File: src/rtl/fetch_stage_ctrl.sv
// fetch_stage_ctrl: PC register, IF/ID pipeline register and the instruction-memory
// request FSM for the IF stage of a 5-stage MIPS pipeline. It applies the
// stall/flush/redirect controls from the hazard unit and runs a req/ready
// handshake to an instruction memory that may insert wait states.
module fetch_stage_ctrl #(
    parameter logic [31:0] RESET_PC  = 32'h0000_3000,
    parameter logic [31:0] NOP_INSTR = 32'h0000_0000
) (
    input  logic        clk,
    input  logic        rst,
    input  logic        stallPC,
    input  logic        stallID,
    input  logic        flushIFID,
    input  logic        pcsel,
    input  logic        jump,
    input  logic        jrjump,
    input  logic [31:0] branch_target,
    input  logic [31:0] jump_target,
    input  logic [31:0] jr_target,
    output logic        imem_req,
    output logic [31:0] imem_addr,
    input  logic [31:0] imem_rdata,
    input  logic        imem_ready,
    output logic [31:0] ifid_instr,
    output logic [31:0] ifid_pc4,
    output logic        ifid_valid,
    output logic        fetch_busy
);

    // FETCH: a request for pc is live. DRAIN: a redirect arrived while the
    // request for the old pc was still pending; wait it out and drop its data.
    typedef enum logic {
        FETCH = 1'b0,
        DRAIN = 1'b1
    } state_t;

    state_t      state;
    logic [31:0] pc;
    logic [31:0] redir_pc;
    logic [31:0] target;
    logic [31:0] pc_plus4;
    logic        redir;

    // A stalled ID stage has stale operands, so its redirect must not be taken.
    assign redir    = (jrjump | jump | pcsel) & ~stallPC;
    assign pc_plus4 = pc + 32'd4;

    assign imem_req   = (state == FETCH) || (state == DRAIN);
    assign imem_addr  = pc;
    assign fetch_busy = (state == DRAIN) || !imem_ready;

    // Redirect target selection: jr beats j beats a taken branch.
    always_comb begin
        target = branch_target;
        if (jrjump) begin
            target = jr_target;
        end else if (jump) begin
            target = jump_target;
        end
    end

    // Main FSM: PC, state and IF/ID register updates.
    always_ff @(posedge clk) begin
        if (rst) begin
            state      <= FETCH;
            pc         <= RESET_PC;
            ifid_instr <= NOP_INSTR;
            ifid_pc4   <= 32'd0;
            ifid_valid <= 1'b0;
        end else begin
            case (state)
                FETCH: begin
                    if (imem_ready) begin
                        if (redir) begin
                            pc <= target;
                        end else if (!stallPC) begin
                            pc <= pc_plus4;
                        end
                        if (!stallID) begin
                            if (flushIFID) begin
                                ifid_instr <= NOP_INSTR;
                                ifid_valid <= 1'b0;
                            end else begin
                                ifid_instr <= imem_rdata;
                                ifid_pc4   <= pc_plus4;
                                ifid_valid <= 1'b1;
                            end
                        end
                    end else begin
                        // pc must stay put until the memory answers.
                        if (!stallID) begin
                            ifid_instr <= NOP_INSTR;
                            ifid_valid <= 1'b0;
                        end
                        if (redir) begin
                            state <= DRAIN;
                        end
                    end
                end
                DRAIN: begin
                    if (!stallID) begin
                        ifid_instr <= NOP_INSTR;
                        ifid_valid <= 1'b0;
                    end
                    if (imem_ready) begin
                        // A redirect arriving on the completion cycle is the newest.
                        pc    <= redir ? target : redir_pc;
                        state <= FETCH;
                    end
                end
                default: begin
                    state <= FETCH;
                end
            endcase
        end
    end

    // Pending redirect target, captured whenever a redirect meets an outstanding fetch.
    always_ff @(posedge clk) begin
        if (redir && !imem_ready) begin
            redir_pc <= target;
        end
    end

endmodule

File: config.mk
export PLATFORM = sky130hd
export DESIGN_NAME = fetch_stage_ctrl
export DESIGN_NICKNAME = d
export VERILOG_FILES = /design/src/rtl/fetch_stage_ctrl.sv
export SDC_FILE = /design/constraint.sdc
export NUM_CORES = 1
export LEC_CHECK = 0
export ABC_CLOCK_PERIOD_IN_PS = 7400
export CAP_MARGIN = 0
export CORE_UTILIZATION = 49
export CTS_CLUSTER_SIZE = 12
export DETAILED_ROUTE_END_ITERATION = 8
export PLACE_DENSITY = 0.87
export SLEW_MARGIN = 10
export SYNTH_ARGS = -nofsm -noshare
export SYNTH_HDL_FRONTEND = slang
export SYNTH_SLANG_ARGS = --single-unit
File: constraint.sdc
create_clock -name clk -period 7.4 [get_ports clk]
set_input_delay 1.48 -clock clk [delete_from_list [all_inputs] [get_ports clk]]
set_output_delay 1.48 -clock clk [all_outputs]
set_load 0.01 [all_outputs]
==> report_table.html <==
<table>
<tr><th>Metric</th><th>Value</th></tr>
<tr><th colspan="2">Floorplan</th></tr>
<tr><td>I/O pin count</td><td>236</td></tr>
<tr><td>Chip Width</td><td>116.5 µm</td></tr>
<tr><td>Core Region</td><td>12720 µm²</td></tr>
<tr><td>Initial cell density of the core</td><td>50.53%</td></tr>
<tr><td>Die height</td><td>116.5 µm</td></tr>
<tr><td>Cell Rows</td><td>41</td></tr>
<tr><td>Total Die Area</td><td>13580 µm²</td></tr>
<tr><th colspan="2">Route</th></tr>
<tr><td>DRC violations left</td><td>0</td></tr>
<tr><td>Per-cell via count in the routed design</td><td>5.814</td></tr>
<tr><td>Number of detailed-route iterations in the first pass</td><td>6</td></tr>
<tr><td>Sum of routed wire length over all layers</td><td>19620 µm</td></tr>
<tr><td>1st-iter DRT viols</td><td>659</td></tr>
<tr><td>Antenna-violating nets left</td><td>0</td></tr>
<tr><td>Via total after detailed routing</td><td>6500</td></tr>
<tr><td>Routed wire length per instance</td><td>17.55 µm</td></tr>
<tr><th colspan="2">Global route</th></tr>
<tr><td>Global-route wire length before repair</td><td>29520 µm</td></tr>
<tr><td>Overflow left after global routing</td><td>0</td></tr>
<tr><td>Via count of the first global-routing pass</td><td>5946</td></tr>
<tr><td>Maximum number of pins on one net before global-route repair</td><td>88</td></tr>
<tr><td>Number of antenna violations at the first check in global routing</td><td>0</td></tr>
<tr><td>Total Routing Usage GR</td><td>28.45%</td></tr>
<tr><th colspan="2">Pwr</th></tr>
<tr><td>Worst voltage drop across the vdd grid</td><td>0.0001681 V</td></tr>
<tr><td>Total power divided by cell area</td><td>201.1 nW/µm²</td></tr>
<tr><td>Internal Power</td><td>1.397 mW</td></tr>
<tr><td>Seq pwr share</td><td>42.9%</td></tr>
<tr><td>Fraction of power consumed by the clock network</td><td>41.1%</td></tr>
<tr><td>Combinational group share of total power</td><td>16.0%</td></tr>
<tr><td>Leak pwr</td><td>3.312 nW</td></tr>
<tr><td>Net switching power</td><td>0.4809 mW</td></tr>
<tr><td>Sw frac</td><td>25.60%</td></tr>
<tr><th colspan="2">Logic synthesis</th></tr>
<tr><td>Number of flops mapped to enable cells by yosys</td><td>32</td></tr>
<tr><td>Cells taking the most area after synthesis</td><td>sky130_fd_sc_hd__dfxtp_1 31%, sky130_fd_sc_hd__edfxtp_1 15%, sky130_fd_sc_hd__o21ai_0 5.8%, sky130_fd_sc_hd__mux2i_1 5.1%, sky130_fd_sc_hd__nand2_1 4.2%</td></tr>
<tr><td>Leading cell types by count after synthesis</td><td>98 x sky130_fd_sc_hd__dfxtp_1, 74 x sky130_fd_sc_hd__o21ai_0, 72 x sky130_fd_sc_hd__nand2_1</td></tr>
<tr><td>Main flop type after synthesis</td><td>sky130_fd_sc_hd__dfxtp_1</td></tr>
<tr><td>Proportion of netlist area held by the largest area contributor</td><td>30.52%</td></tr>
<tr><td>Post-Synthesis Cells</td><td>733</td></tr>
<tr><td>Net count after synthesis</td><td>871</td></tr>
<tr><td>Yosys warning total</td><td>0</td></tr>
<tr><td>Mean instance size in the synthesized netlist</td><td>8.770 µm²</td></tr>
<tr><td>Count leader, synth</td><td>sky130_fd_sc_hd__dfxtp_1</td></tr>
<tr><td>Proportion of register bits with asynchronous set or reset after synthesis</td><td>0%</td></tr>
<tr><td>FF+latch count, synth</td><td>130</td></tr>
<tr><td>Register area share after synthesis</td><td>45.47%</td></tr>
<tr><td>Syn Std Cell Area</td><td>6429 µm²</td></tr>
<tr><td>Number of unique standard cell types used by synthesis</td><td>65</td></tr>
<tr><td>Post-synth top area cell</td><td>sky130_fd_sc_hd__dfxtp_1</td></tr>
<tr><th colspan="2">Critical path</th></tr>
<tr><td>Type of element capturing the critical path</td><td>output port</td></tr>
<tr><td>Dominant delay contributor by cell family on the critical path</td><td>buffers and inverters</td></tr>
<tr><td>Cells traversed along the worst timing path</td><td>clkdlybuf4s50_1, nand2b_1, clkdlybuf4s50_1</td></tr>
<tr><td>Required time of the critical path</td><td>5920 ps</td></tr>
<tr><td>Buffering stage count on the worst path with inverters included</td><td>2</td></tr>
<tr><td>Slowest stage cell, crit path</td><td>sky130_fd_sc_hd__clkdlybuf4s50_1</td></tr>
<tr><td>Type of the worst setup path</td><td>in -&gt; out</td></tr>
<tr><td>Delay of the slowest cell on the worst path</td><td>660 ps</td></tr>
<tr><td>Most used cell along the critical path</td><td>sky130_fd_sc_hd__clkdlybuf4s50_1</td></tr>
<tr><td>Maximum net fanout on the critical path</td><td>10</td></tr>
<tr><td>Arrival time at the worst endpoint</td><td>3020 ps</td></tr>
<tr><td>Worst setup SP type</td><td>primary input</td></tr>
<tr><th colspan="2">Clock network</th></tr>
<tr><td>Inserted Clock Buffers</td><td>17</td></tr>
<tr><td>Number of hold-repair buffers added at the cts stage</td><td>0</td></tr>
<tr><td>Clock sink count</td><td>130</td></tr>
<tr><td>Later-pin clock latency in the skew report</td><td>420 ps</td></tr>
<tr><td>Clock transition at the register clock pins on the worst setup and hold paths after CTS</td><td>50 ps</td></tr>
<tr><td>Cts repair resizes</td><td>0</td></tr>
<tr><td>TritonCTS clock tree</td><td>built</td></tr>
<tr><td>Root Buffer</td><td>sky130_fd_sc_hd__clkbuf_16</td></tr>
<tr><td>H-tree levels</td><td>4</td></tr>
<tr><td>Maximum clock path buffer count</td><td>2</td></tr>
<tr><td>Number of buffers added for setup after CTS</td><td>0</td></tr>
<tr><th colspan="2">Placed design</th></tr>
<tr><td>Pre-CTS setup slack</td><td>2932 ps</td></tr>
<tr><td>Placer's final routability congestion estimate</td><td>0.8994</td></tr>
<tr><td>Half-perimeter wire length after detailed placement</td><td>13790 µm</td></tr>
<tr><td>IO Port Bufs</td><td>234</td></tr>
<tr><th colspan="2">Outcome</th></tr>
<tr><td>Status</td><td>finished clean</td></tr>
<tr><th colspan="2">STA</th></tr>
<tr><td>Hold Fails Final Rpt</td><td>0</td></tr>
<tr><td>Total Neg Setup Slack</td><td>0 ps</td></tr>
<tr><td>Transition at the pin with the smallest max-transition slack</td><td>1023 ps</td></tr>
<tr><td>Number of pins exceeding their max-slew limit in the final report</td><td>0</td></tr>
<tr><td>Final setup viols</td><td>0</td></tr>
<tr><td>Timing-limited maximum frequency</td><td>222.4 MHz</td></tr>
<tr><td>Crit path time final</td><td>4497 ps</td></tr>
<tr><td>Least setup slack across all paths after layout</td><td>2903 ps</td></tr>
<tr><td>Final clock period utilization by the worst path</td><td>60.76%</td></tr>
<tr><td>Tightest slew margin relative to the limit</td><td>31.41%</td></tr>
<tr><td>Maximum clock skew at final layout</td><td>8.223 ps</td></tr>
<tr><td>Final Hold Slack</td><td>456.5 ps</td></tr>
<tr><td>Setup repair after global routing missed its margin</td><td>no</td></tr>
<tr><th colspan="2">Layout</th></tr>
<tr><td>Nets</td><td>1071</td></tr>
<tr><td>Area grow syn2layout</td><td>45.29%</td></tr>
<tr><td>Fraction of layout cells with a size suffix above 1</td><td>7.188%</td></tr>
<tr><td>Antenna Cells</td><td>0</td></tr>
<tr><th colspan="2">Worst hold path</th></tr>
<tr><td>Tightest Hold Check Type</td><td>reg -&gt; reg</td></tr>
<tr><th colspan="2">Run</th></tr>
<tr><td>Max Cap Violations</td><td>0</td></tr>
</table>
placed cells by master, fill, tap and decap left out, drive strengths merged, types with 3 or more instances in the layout:
master and instances:
clkdlybuf4s50 231, dfxtp 98, o21ai 76, nand2 74, nor2 65, a21oi 54
mux2i 33, a22oi 33, edfxtp 32, nand3 24, clkbuf 22, xnor2 17
a211oi 17, nor3 17, nand4 16, inv 15, buf 12, xor2 9
or3 8, clkinv 8, nor4 8, and3 7, o211ai 7, a31oi 6
and2 4, o311a 4, o32ai 4, a21o 4, or2 4, mux2 3
nand2b 3, a311o 3
power by group through the flow:
stage / logic, mW / registers (mW) / clock network [mW]
final: 0.301 / 0.805 / 0.772
after CTS: 0.298 / 0.804 / 0.772
after global placement: 0.290 / 0.817 / 0
after global routing: 0.323 / 0.809 / 0.809
after detailed placement: 0.295 / 0.818 / 0
after floorplan: 0.130 / 0.819 / 0
layer usage:
metal	vias to the layer above	track usage [%]	share of wire, %
li1	3088	-	-
met1	2964	37.11	40
met2	409	46.07	47
met3	39	6.850	11
met4	0	10.04	2.1
met5	-	0	0
per-stage QoR:
stage	power, mW	instances	instance area [µm²]	utilization [%]
finish	1.878	1118	9340	73.42
CTS	1.874	1118	9340	73.42
global placement	1.107	1086	8788	69.08
detailed placement	1.113	1086	8788	69.08
floorplan	0.9494	733	6429	-
global route	1.941	1118	9340	73.42
state kept, by name, summed over array words and instances (netlist names):
signal / flops
ifid_instr: 32
ifid_pc4: 32
imem_addr: 32
redir_pc: 32
ifid_valid: 1
state: 1
worst register-to-register path, cell delays in order (launching register included):
cell and delay (ps):
sky130_fd_sc_hd__dfxtp_1 360, sky130_fd_sc_hd__buf_4 360, sky130_fd_sc_hd__inv_1 290, sky130_fd_sc_hd__a21boi_2 870, sky130_fd_sc_hd__o21ai_0 230, sky130_fd_sc_hd__or4b_1 540
sky130_fd_sc_hd__nand3b_1 120
layout make-up:
class / count / area (µm²)
Inverter: 15 / 56.30
Clock inverter: 10 / 55.05
Multi-Input combinational cell: 526 / 3199
Clock buffer: 22 / 496.7
Fill cell: 966 / 3382
Timing Repair Buffer: 243 / 2395
Sequential cell: 130 / 2923
Tap cell: 172 / 215.2
logic make-up after synthesis:
kind of cell    Yosys count  synth area share, %
compound gates          224                21.74
xor+xnor                 26                3.542
fa+ha+maj                 1               0.1946
buf+inv                  77                5.060
flops                   130                45.47
mux                      36                5.664
other cells               1              0.05833
simple gates            238                18.28
path summary, 6_finish.rpt:
kind                             startpoint                         end  slack (ps)  cells past startpoint
setup / recovery                 imem_ready                  fetch_busy        2900                      3
hold / removal    ifid_pc4[11]$_SDFFE_PP0P_   ifid_pc4[11]$_SDFFE_PP0P_         460                      2
setup reg to reg           state$_SDFF_PP0_  imem_addr[29]$_SDFFE_PP0P_        4570                      6
hold reg to reg   ifid_pc4[11]$_SDFFE_PP0P_   ifid_pc4[11]$_SDFFE_PP0P_         460                      2
(Power assumes the default switching activity.)
